--- src/rtl/multicycle_cpu.sv ---
// Multi-cycle 20-bit-instruction CPU: FETCH/DECODE/EXEC/MEM/WB sequencing with
// req/ack instruction and data ports, so wait-state memories can be attached.
module multicycle_cpu #(
  parameter int              DATA_W   = 16,
  parameter int              PC_W     = 16,
  parameter logic [PC_W-1:0] RESET_PC = '0
) (
  input  logic              clk,
  input  logic              reset,
  output logic              ireq,
  output logic [PC_W-1:0]   iaddr,
  input  logic [19:0]       irdata,
  input  logic              iack,
  output logic              dreq,
  output logic              dwe,
  output logic [PC_W-1:0]   daddr,
  output logic [DATA_W-1:0] dwdata,
  input  logic [DATA_W-1:0] drdata,
  input  logic              dack,
  output logic [PC_W-1:0]   pc,
  output logic              retire,
  output logic              halted,
  output logic              illegal
);

  localparam logic [3:0] OP_RTYPE = 4'd0;
  localparam logic [3:0] OP_ADDI  = 4'd1;
  localparam logic [3:0] OP_ANDI  = 4'd2;
  localparam logic [3:0] OP_ORI   = 4'd3;
  localparam logic [3:0] OP_LW    = 4'd4;
  localparam logic [3:0] OP_SW    = 4'd5;
  localparam logic [3:0] OP_BEQ   = 4'd6;
  localparam logic [3:0] OP_BNE   = 4'd7;
  localparam logic [3:0] OP_HALT  = 4'd8;

  localparam logic [3:0] F_ADD = 4'd0;
  localparam logic [3:0] F_SUB = 4'd1;
  localparam logic [3:0] F_AND = 4'd2;
  localparam logic [3:0] F_OR  = 4'd3;
  localparam logic [3:0] F_XOR = 4'd4;
  localparam logic [3:0] F_SLT = 4'd5;

  typedef enum logic [2:0] {
    S_FETCH,
    S_DECODE,
    S_EXEC,
    S_MEM,
    S_WB,
    S_HALT
  } state_t;

  state_t            state_reg, state_next;
  logic [PC_W-1:0]   pc_reg, pc_next;
  logic [19:0]       ir_reg;
  logic [DATA_W-1:0] a_reg, b_reg, result_reg;
  logic              ireq_reg, dreq_reg, dwe_reg, illegal_reg;
  logic [PC_W-1:0]   daddr_reg;
  logic [DATA_W-1:0] dwdata_reg;
  logic              retire_c;

  logic [DATA_W-1:0] rf [16];

  logic [3:0] op, rs, rt, rd, funct;
  logic [7:0] imm;
  assign op    = ir_reg[19:16];
  assign rs    = ir_reg[15:12];
  assign rt    = ir_reg[11:8];
  assign rd    = ir_reg[7:4];
  assign funct = ir_reg[3:0];
  assign imm   = ir_reg[7:0];

  logic [DATA_W-1:0] sext_imm, zext_imm;
  assign sext_imm = DATA_W'($signed(imm));
  assign zext_imm = DATA_W'(imm);

  logic illegal_op, is_branch, is_mem, branch_taken;
  assign illegal_op   = ((op == OP_RTYPE) && (funct > F_SLT)) || (op > OP_HALT);
  assign is_branch    = (op == OP_BEQ) || (op == OP_BNE);
  assign is_mem       = (op == OP_LW) || (op == OP_SW);
  assign branch_taken = (op == OP_BEQ) ? (a_reg == b_reg) : (a_reg != b_reg);

  // R-type writes rd; every other register-writing opcode targets rt.
  logic [3:0] wb_dst;
  assign wb_dst = (op == OP_RTYPE) ? rd : rt;

  logic [DATA_W-1:0] alu_result;
  always_comb begin
    alu_result = '0;
    case (op)
      OP_RTYPE: begin
        case (funct)
          F_ADD:   alu_result = a_reg + b_reg;
          F_SUB:   alu_result = a_reg - b_reg;
          F_AND:   alu_result = a_reg & b_reg;
          F_OR:    alu_result = a_reg | b_reg;
          F_XOR:   alu_result = a_reg ^ b_reg;
          F_SLT:   alu_result = ($signed(a_reg) < $signed(b_reg)) ? DATA_W'(1) : '0;
          default: alu_result = '0;
        endcase
      end
      OP_ADDI, OP_LW, OP_SW: alu_result = a_reg + sext_imm;
      OP_ANDI:               alu_result = a_reg & zext_imm;
      OP_ORI:                alu_result = a_reg | zext_imm;
      default:               alu_result = '0;
    endcase
  end

  always_comb begin
    pc_next = pc_reg + PC_W'(1);
    if (is_branch && branch_taken)
      pc_next = pc_reg + PC_W'(1) + PC_W'($signed(imm));
  end

  always_comb begin
    state_next = state_reg;
    retire_c   = 1'b0;
    case (state_reg)
      S_FETCH: begin
        if (ireq_reg && iack)
          state_next = S_DECODE;
      end
      S_DECODE: begin
        if (illegal_op || (op == OP_HALT))
          state_next = S_HALT;
        else
          state_next = S_EXEC;
      end
      S_EXEC: begin
        if (is_branch) begin
          retire_c   = 1'b1;
          state_next = S_FETCH;
        end else if (is_mem) begin
          state_next = S_MEM;
        end else begin
          state_next = S_WB;
        end
      end
      S_MEM: begin
        if (dreq_reg && dack) begin
          if (op == OP_SW) begin
            retire_c   = 1'b1;
            state_next = S_FETCH;
          end else begin
            state_next = S_WB;
          end
        end
      end
      S_WB: begin
        retire_c   = 1'b1;
        state_next = S_FETCH;
      end
      default: state_next = S_HALT;
    endcase
  end

  // Requests are registered from the next state so they drop asynchronously
  // on reset and rise exactly when the access state is entered.
  always_ff @(posedge clk or posedge reset) begin
    if (reset) begin
      state_reg   <= S_FETCH;
      pc_reg      <= RESET_PC;
      ir_reg      <= '0;
      a_reg       <= '0;
      b_reg       <= '0;
      result_reg  <= '0;
      ireq_reg    <= 1'b0;
      dreq_reg    <= 1'b0;
      dwe_reg     <= 1'b0;
      daddr_reg   <= '0;
      dwdata_reg  <= '0;
      illegal_reg <= 1'b0;
    end else begin
      state_reg <= state_next;
      ireq_reg  <= (state_next == S_FETCH);
      dreq_reg  <= (state_next == S_MEM);
      if (retire_c)
        pc_reg <= pc_next;
      case (state_reg)
        S_FETCH: begin
          if (ireq_reg && iack)
            ir_reg <= irdata;
        end
        S_DECODE: begin
          a_reg <= rf[rs];
          b_reg <= rf[rt];
          if (illegal_op)
            illegal_reg <= 1'b1;
        end
        S_EXEC: begin
          result_reg <= alu_result;
          if (is_mem) begin
            daddr_reg  <= PC_W'(alu_result);
            dwdata_reg <= b_reg;
            dwe_reg    <= (op == OP_SW);
          end
        end
        S_MEM: begin
          if (dreq_reg && dack && (op == OP_LW))
            result_reg <= drdata;
        end
        default: ;
      endcase
    end
  end

  // r0 is never written, so it always reads as zero.
  always_ff @(posedge clk or posedge reset) begin
    if (reset) begin
      for (int i = 0; i < 16; i++)
        rf[i] <= '0;
    end else if ((state_reg == S_WB) && (wb_dst != 4'd0)) begin
      rf[wb_dst] <= result_reg;
    end
  end

  assign ireq    = ireq_reg;
  assign iaddr   = pc_reg;
  assign dreq    = dreq_reg;
  assign dwe     = dwe_reg;
  assign daddr   = daddr_reg;
  assign dwdata  = dwdata_reg;
  assign pc      = pc_reg;
  assign retire  = retire_c;
  assign halted  = (state_reg == S_HALT);
  assign illegal = illegal_reg;

endmodule
--- config.mk ---
export PLATFORM = sky130hd
export DESIGN_NAME = multicycle_cpu
export DESIGN_NICKNAME = d
export VERILOG_FILES = /design/src/rtl/multicycle_cpu.sv
export SDC_FILE = /design/constraint.sdc
export NUM_CORES = 1
export LEC_CHECK = 0
export CORE_MARGIN = 3
export CORE_UTILIZATION = 33
export CTS_BUF_LIST = sky130_fd_sc_hd__clkbuf_8
export CTS_CLUSTER_SIZE = 24
export DETAILED_ROUTE_END_ITERATION = 10
export PLACE_DENSITY_LB_ADDON = 0.1
export SLEW_MARGIN = 20
export SYNTH_ARGS = -nofsm -noshare
export SYNTH_HDL_FRONTEND = slang
export SYNTH_SLANG_ARGS = --single-unit
--- constraint.sdc ---
create_clock -name clk -period 42.6 [get_ports clk]
set_clock_uncertainty 0.05 [all_clocks]
set_input_delay 10.65 -clock clk [delete_from_list [all_inputs] [get_ports clk]]
set_output_delay 10.65 -clock clk [all_outputs]
set_load 0.01 [all_outputs]
==> results of run 1 <==
## layout make-up
type,instances,area (um^2)
sequential,379,9490
inverter,68,263
clock inverter,42,251
timing repair buffer,144,1360
clock buffer,92,1270
multi-input combinational,1319,12400
tap,873,1090
fill,6626,41700
antenna,1,2.50
## routing by layer
metal / part of all wire / GRT usage / vias up
met4: 0.024 / 0.0627 / 0
met1: 0.46 / 0.290 / 8363
met5: 0 / 0 / -
met3: 0.048 / 0.0349 / 105
li1: - / - / 7249
met2: 0.47 / 0.326 / 365
## report_power, final
group / total (W) / leakage [nW] / internal (W) / switching, W
registers: 0.000661 / 4.99 / 0.000493 / 0.000168
logic: 0.00101 / 5.61 / 0.000475 / 0.000533
clock network: 0.000377 / 0.888 / 0.000208 / 0.000169
## cells by family (layout without fill, tap and decap cells)
family | after synthesis | after routing | synth area share
AOI/OAI and AO/OA | 364 | 364 | 0.0999
xor gates and xnor gates | 49 | 49 | 0.0189
adders and majority gates | 97 | 97 | 0.0547
buffers and inverters | 227 | 346 | 0.0428
DFF | 379 | 379 | 0.417
muxes | 422 | 422 | 0.288
other | 0 | 1 | 0
and+or+nand+nor | 387 | 387 | 0.0791
## cells in the mapped netlist, types with 11 or more instances
cell type | n | area [um^2]
a21o_1 | 20 | 150
nor2b_1 | 13 | 81.3
xor2_1 | 22 | 193
a211oi_1 | 17 | 128
buf_4 | 17 | 128
nand2_1 | 140 | 526
a21oi_1 | 82 | 410
mux4_2 | 160 | 3600
o21ai_0 | 115 | 576
xnor2_1 | 27 | 236
o21ai_1 | 32 | 160
nand2b_1 | 11 | 68.8
ha_1 | 93 | 1160
dfrtp_1 | 379 | 9480
inv_1 | 66 | 248
clkbuf_1 | 95 | 357
a22oi_1 | 11 | 82.6
buf_2 | 41 | 205
nand3_1 | 26 | 130
mux2_2 | 87 | 980
a221oi_1 | 16 | 140
nor2_1 | 108 | 405
nor3_1 | 25 | 125
mux2_1 | 168 | 1890
## layout by cell type, fill, tap and decap left out, drive strengths merged, types with 35 or more instances in the layout
| cell type | instances |
|---|---|
| inv | 100 |
| clkbuf | 92 |
| mux2 | 255 |
| mux4 | 160 |
| clkdlybuf4s50 | 109 |
| a21oi | 83 |
| o21ai | 148 |
| dfrtp | 379 |
| nor2 | 109 |
| buf | 35 |
| ha | 93 |
| nand2 | 140 |
## worst reg2reg max path, stage by stage (launching register included)
cell and delay (ns):
dfrtp_1 0.45, nand3_1 0.20, nor3_1 0.55, nand3_1 0.23, xnor2_1 0.24, ha_1 0.31
and2_1 0.18, or2_2 0.28, o2111ai_1 0.28, o211ai_1 0.16, a21o_1 0.19, nand3_1 0.10
xor2_1 0.18, nand2_1 0.09, xnor2_1 0.13
## final timing paths
kind / from / end / slack, ns / cells after the start
setup reg to reg: iaddr[2] / iaddr[15] / 38.88 / 14
setup / recovery: dack / retire / 18.71 / 9
hold reg to reg: rf[247] / rf[247] / 0.34 / 0
max in group asynchronous: reset / rf[28] / 29.86 / 4
min in group asynchronous: reset / dreq / 10.47 / 2
hold / removal: rf[247] / rf[247] / 0.34 / 0
## through the flow
step                power (W)  utilization  cell area, um^2  worst slack [ns]
floorplan             0.00133            -            22800             20.20
global placement      0.00166        0.363            24600             18.73
detailed placement    0.00167        0.363            24600             18.74
CTS                   0.00207        0.385            26100             18.74
global route          0.00219        0.385            26100             18.44
finish                0.00204        0.385            26100             18.71
==> results.cfg, run 1 <==
[cts]
cts_resized = 0
clk_root_buffer_cell = clkbuf_8
insertion_delay_ns = 0.66
cts_htree_levels = 3
hold_buffers = 0
clk_pin_slew_ns = 0.05
clockBufferDepth = 3
postCtsSetupBuffers = 0
cts_tree = yes
cts-buffers-inserted = 77
cts_sinks = 379

[sta]
finalCriticalPeriod_ns = 23.89
setup_viol = 0
hold_viol = 0
holdWs_ns = 0.342
rsz0062_at_grt = no
fin_setup_tns_ns = 0
timing.fmax_ghz = 0.0419
drv_slew = 0
maxSlewHeadroom = 0.273
fin_crit_sh = 0.561
worstMarginPinSlew_ns = 1.09

[worst_setup_path]
critPathRequiredTime_ns = 31.90
cp_max_fo = 17
critPathKind = primary input to output pin
critPathArrivalTime_ns = 13.19
slowest_delay_ns = 0.62
start_kind = primary input
worst-path-buf-inv = 3
critical-path-top-delay-family = buffers and inverters
cp-end-kind = output pin
slowest_stage = clkdlybuf4s50_1
cp_cell_sequence = clkdlybuf4s50_1 > nand2_1 > nor2_1 > nand2_1 > nor2_1 > a21oi_1 > o21a_1 > clkinv_1 > clkdlybuf4s50_1

[global_route]
grt_max_degree = 101
grtUsageTotal = 0.206
grt_pass1_wl_mm = 111
grt_overflow_total = 0
antenna_found_initial = 4
grt_pass1_vias = 16800

[die]
die-area_um2 = 72100
io_pins = 110
row_count = 95
core_um2 = 67800
initial_utilization = 0.336
die_w_um = 269
chipHeight_um = 269

[detailed_routing]
via_per_inst = 5.51
totalWireLength_mm = 72.9
drcViolationCount = 0
drtAntennaViolNets = 0
drtIter0Drc = 965
wl_per_cell_um = 25.0
num_vias = 16100
dr.pass1.iters = 5

[placed_design]
dp_hpwl_mm = 47.9
gp_congestion = 0.842
port_buffers = 109
dp.cells = 2783

[synth]
synth_cell_types = 78
synth_enable_flop_cells = 0
seq_area_frac_synth = 0.417
synthArstFlopShare = 1.00
syn_area_per_cell_um2 = 11.8
ys_seq_elements = 379
syn-num-nets = 2062
netlist_instances = 1925
yosysWarnings = 0
synth_top_flop_cell = dfrtp_1
synth.cell_area_um2 = 22800

[run]
drv_cap = 0

[cells_and_area]
area_growth_pct = 14.7
largest_reg_flops = 256
layout-drive-gt1-share = 0.208
final_cells = 2918
finalNetCount = 2126

[power]
p_per_area_nw_per_um2 = 78.4
total_leakage_power_nw = 11.5
peakVddDrop_mv = 0.0475

[worst_hold_path]
worstHoldPathType = flop to flop

[run_status]
status = complete, no violations
Note: power is estimated with default switching activity, not from simulation.
==> run 2: changes to the inputs <==
clock period = 21.3 ns   (was 42.6 ns; I/O delays follow)
==> run 2 against run 1 <==
  * Critical path depth is the same
  * Largest power group unchanged
  * Worst setup slack worse by 11 ns
  * Register-to-register slack lost 21 ns
  * Largest cell class unchanged
  * Highest routed layer unchanged
  * Final cell count decreased by 0.45%
==> results.cfg, run 2 (synthesis gave the netlist of run 1 again) <==
[global_route]
grt_pass1_vias = 16500
grt_pass1_wl_mm = 110
grtUsageTotal = 0.204
grt_max_degree = 164
grt_overflow_total = 0
antenna_found_initial = 1

[sta]
timing.fmax_ghz = 0.0757
fin_crit_sh = 0.620
rsz0062_at_grt = no
hold_viol = 0
maxSlewHeadroom = 0.313
drv_slew = 0
fin_setup_tns_ns = 0
worstMarginPinSlew_ns = 1.03
finalCriticalPeriod_ns = 13.21
setup_viol = 0

[detailed_routing]
drtAntennaViolNets = 0
totalWireLength_mm = 73.1
num_vias = 16100
dr.pass1.iters = 7
drtIter0Drc = 1052
drcViolationCount = 0
wl_per_cell_um = 25.2
via_per_inst = 5.53

[placed_design]
dp_hpwl_mm = 48.0
gp_congestion = 0.850
port_buffers = 109
dp.cells = 2779

[cells_and_area]
largest_reg_flops = 256
layout_common_cells = dfrtp_1 (375), mux2_1 (168), mux4_2 (160), nand2_1 (139), o21ai_0 (115)
fillers = 6513
mostFrequentLayoutCell = dfrtp_1
finalNetCount = 2120
layout-drive-gt1-share = 0.204
area_growth_pct = 14.2
final_cells = 2905

[cts]
hold_buffers = 0
cts-buffers-inserted = 75
cts_tree = yes
cts_sinks = 379
clockBufferDepth = 3
cts_resized = 0
insertion_delay_ns = 0.65
clk_root_buffer_cell = clkbuf_8
cts_htree_levels = 3
postCtsSetupBuffers = 0
clk_pin_slew_ns = 0.05

[worst_setup_path]
critPathKind = primary input to output pin
cp-end-kind = output pin
slowest_delay_ns = 0.63
worst-path-buf-inv = 3
critPathRequiredTime_ns = 15.93
cp_max_fo = 17
critPathArrivalTime_ns = 7.84
critical-path-top-delay-family = buffers and inverters
cp_cell_sequence = clkdlybuf4s50_1 > nand2_1 > nor2_1 > nand2_1 > nor2_1 > a21oi_1 > o21a_1 > clkinv_1 > clkdlybuf4s50_1
slowest_stage = clkdlybuf4s50_1
start_kind = primary input

[run]
drv_cap = 0

[run_status]
status = complete, no violations

[die]
initial_utilization = 0.336
die_w_um = 269
die-area_um2 = 72100
io_pins = 110
row_count = 95
core_um2 = 67800
chipHeight_um = 269

[worst_hold_path]
worstHoldPathType = flop to flop

[power]
p_per_area_nw_per_um2 = 156
total_leakage_power_nw = 11.4
peakVddDrop_mv = 0.0621
-- run 2: changes by cell type in the layout (fill, tap and decap cells not counted) --
cell / previous run / this run
buf_4: 34 / 30
buf_6: 1 / 0
bufinv_16: 2 / 1
buf_12: 0 / 1
inv_8: 3 / 1
clkinv_2: 6 / 3
clkbuf_8: 92 / 91
clkinvlp_4: 1 / 2
inv_1: 93 / 90
-- run 2: per-stage QoR --
| stage | power [W] | area, um^2 | util | setup slack, ns | hold WS (ns) |
|---|---|---|---|---|---|
| 4_1_cts | 0.00410 | 26000 | 0.383 | 8.07 | 0.345 |
| 5_1_grt | 0.00434 | 26000 | 0.384 | 7.85 | 0.359 |
| 6_report | 0.00406 | 26000 | 0.384 | 8.09 | 0.342 |
| 2_1_floorplan | 0.00266 | 22800 | - | 5.40 | 0.391 |
| 3_5_place_dp | 0.00334 | 24500 | 0.362 | 8.07 | 0.333 |
| 3_3_place_gp | 0.00331 | 24500 | 0.362 | 8.10 | 0.327 |
-- run 2: layer usage --
metal  up-vias  share of wire  GRT usage
met5         -              0          0
met4         0          0.016     0.0503
met3        83          0.042     0.0321
met2       351           0.48      0.335
met1      8403           0.46      0.284
li1       7231              -          -
-- run 2: area by class of cell --
cell class	instances	area (um^2)	area share
Antenna cell	1	2.50	0.0000963
Clock buffer	91	1250	0.0482
Clock inverter	34	180	0.00693
Inverter	68	263	0.0101
Multi-Input combinational cell	1319	12400	0.476
Sequential cell	379	9490	0.365
Tap cell	873	1090	0.0420
Timing Repair Buffer	140	1340	0.0514
-- run 2: final timing paths --
path / startpoint / to / slack (ns) / cells after the start
min: rf[252] / rf[252] / 0.34 / 0
max: dack / retire / 8.09 / 9
min in group asynchronous: reset / result_reg[1] / 5.17 / 2
max reg2reg: a_reg[1] / daddr[13] / 17.52 / 11
min reg2reg: rf[252] / rf[252] / 0.34 / 0
max in group asynchronous: reset / rf[254] / 13.10 / 5
-- run 2: where the power goes --
group	leakage (nW)	total [W]	switching [W]	internal, W
Clock	0.827	0.000725	0.000330	0.000396
Combinational	5.59	0.00200	0.00105	0.000947
Sequential	4.99	0.00134	0.000350	0.000986
Total	11.4	0.00406	0.00173	0.00233
-- run 2: worst reg2reg max path: stages (launching register included) --
cell	delay, ns
dfrtp_1	0.59
inv_1	0.19
ha_1	0.41
o21bai_1	0.23
nand3_1	0.16
nand3_1	0.16
a211oi_1	0.12
o41ai_1	0.36
a21oi_1	0.14
xnor2_1	0.21
a2111oi_0	0.89
o21ai_1	0.10
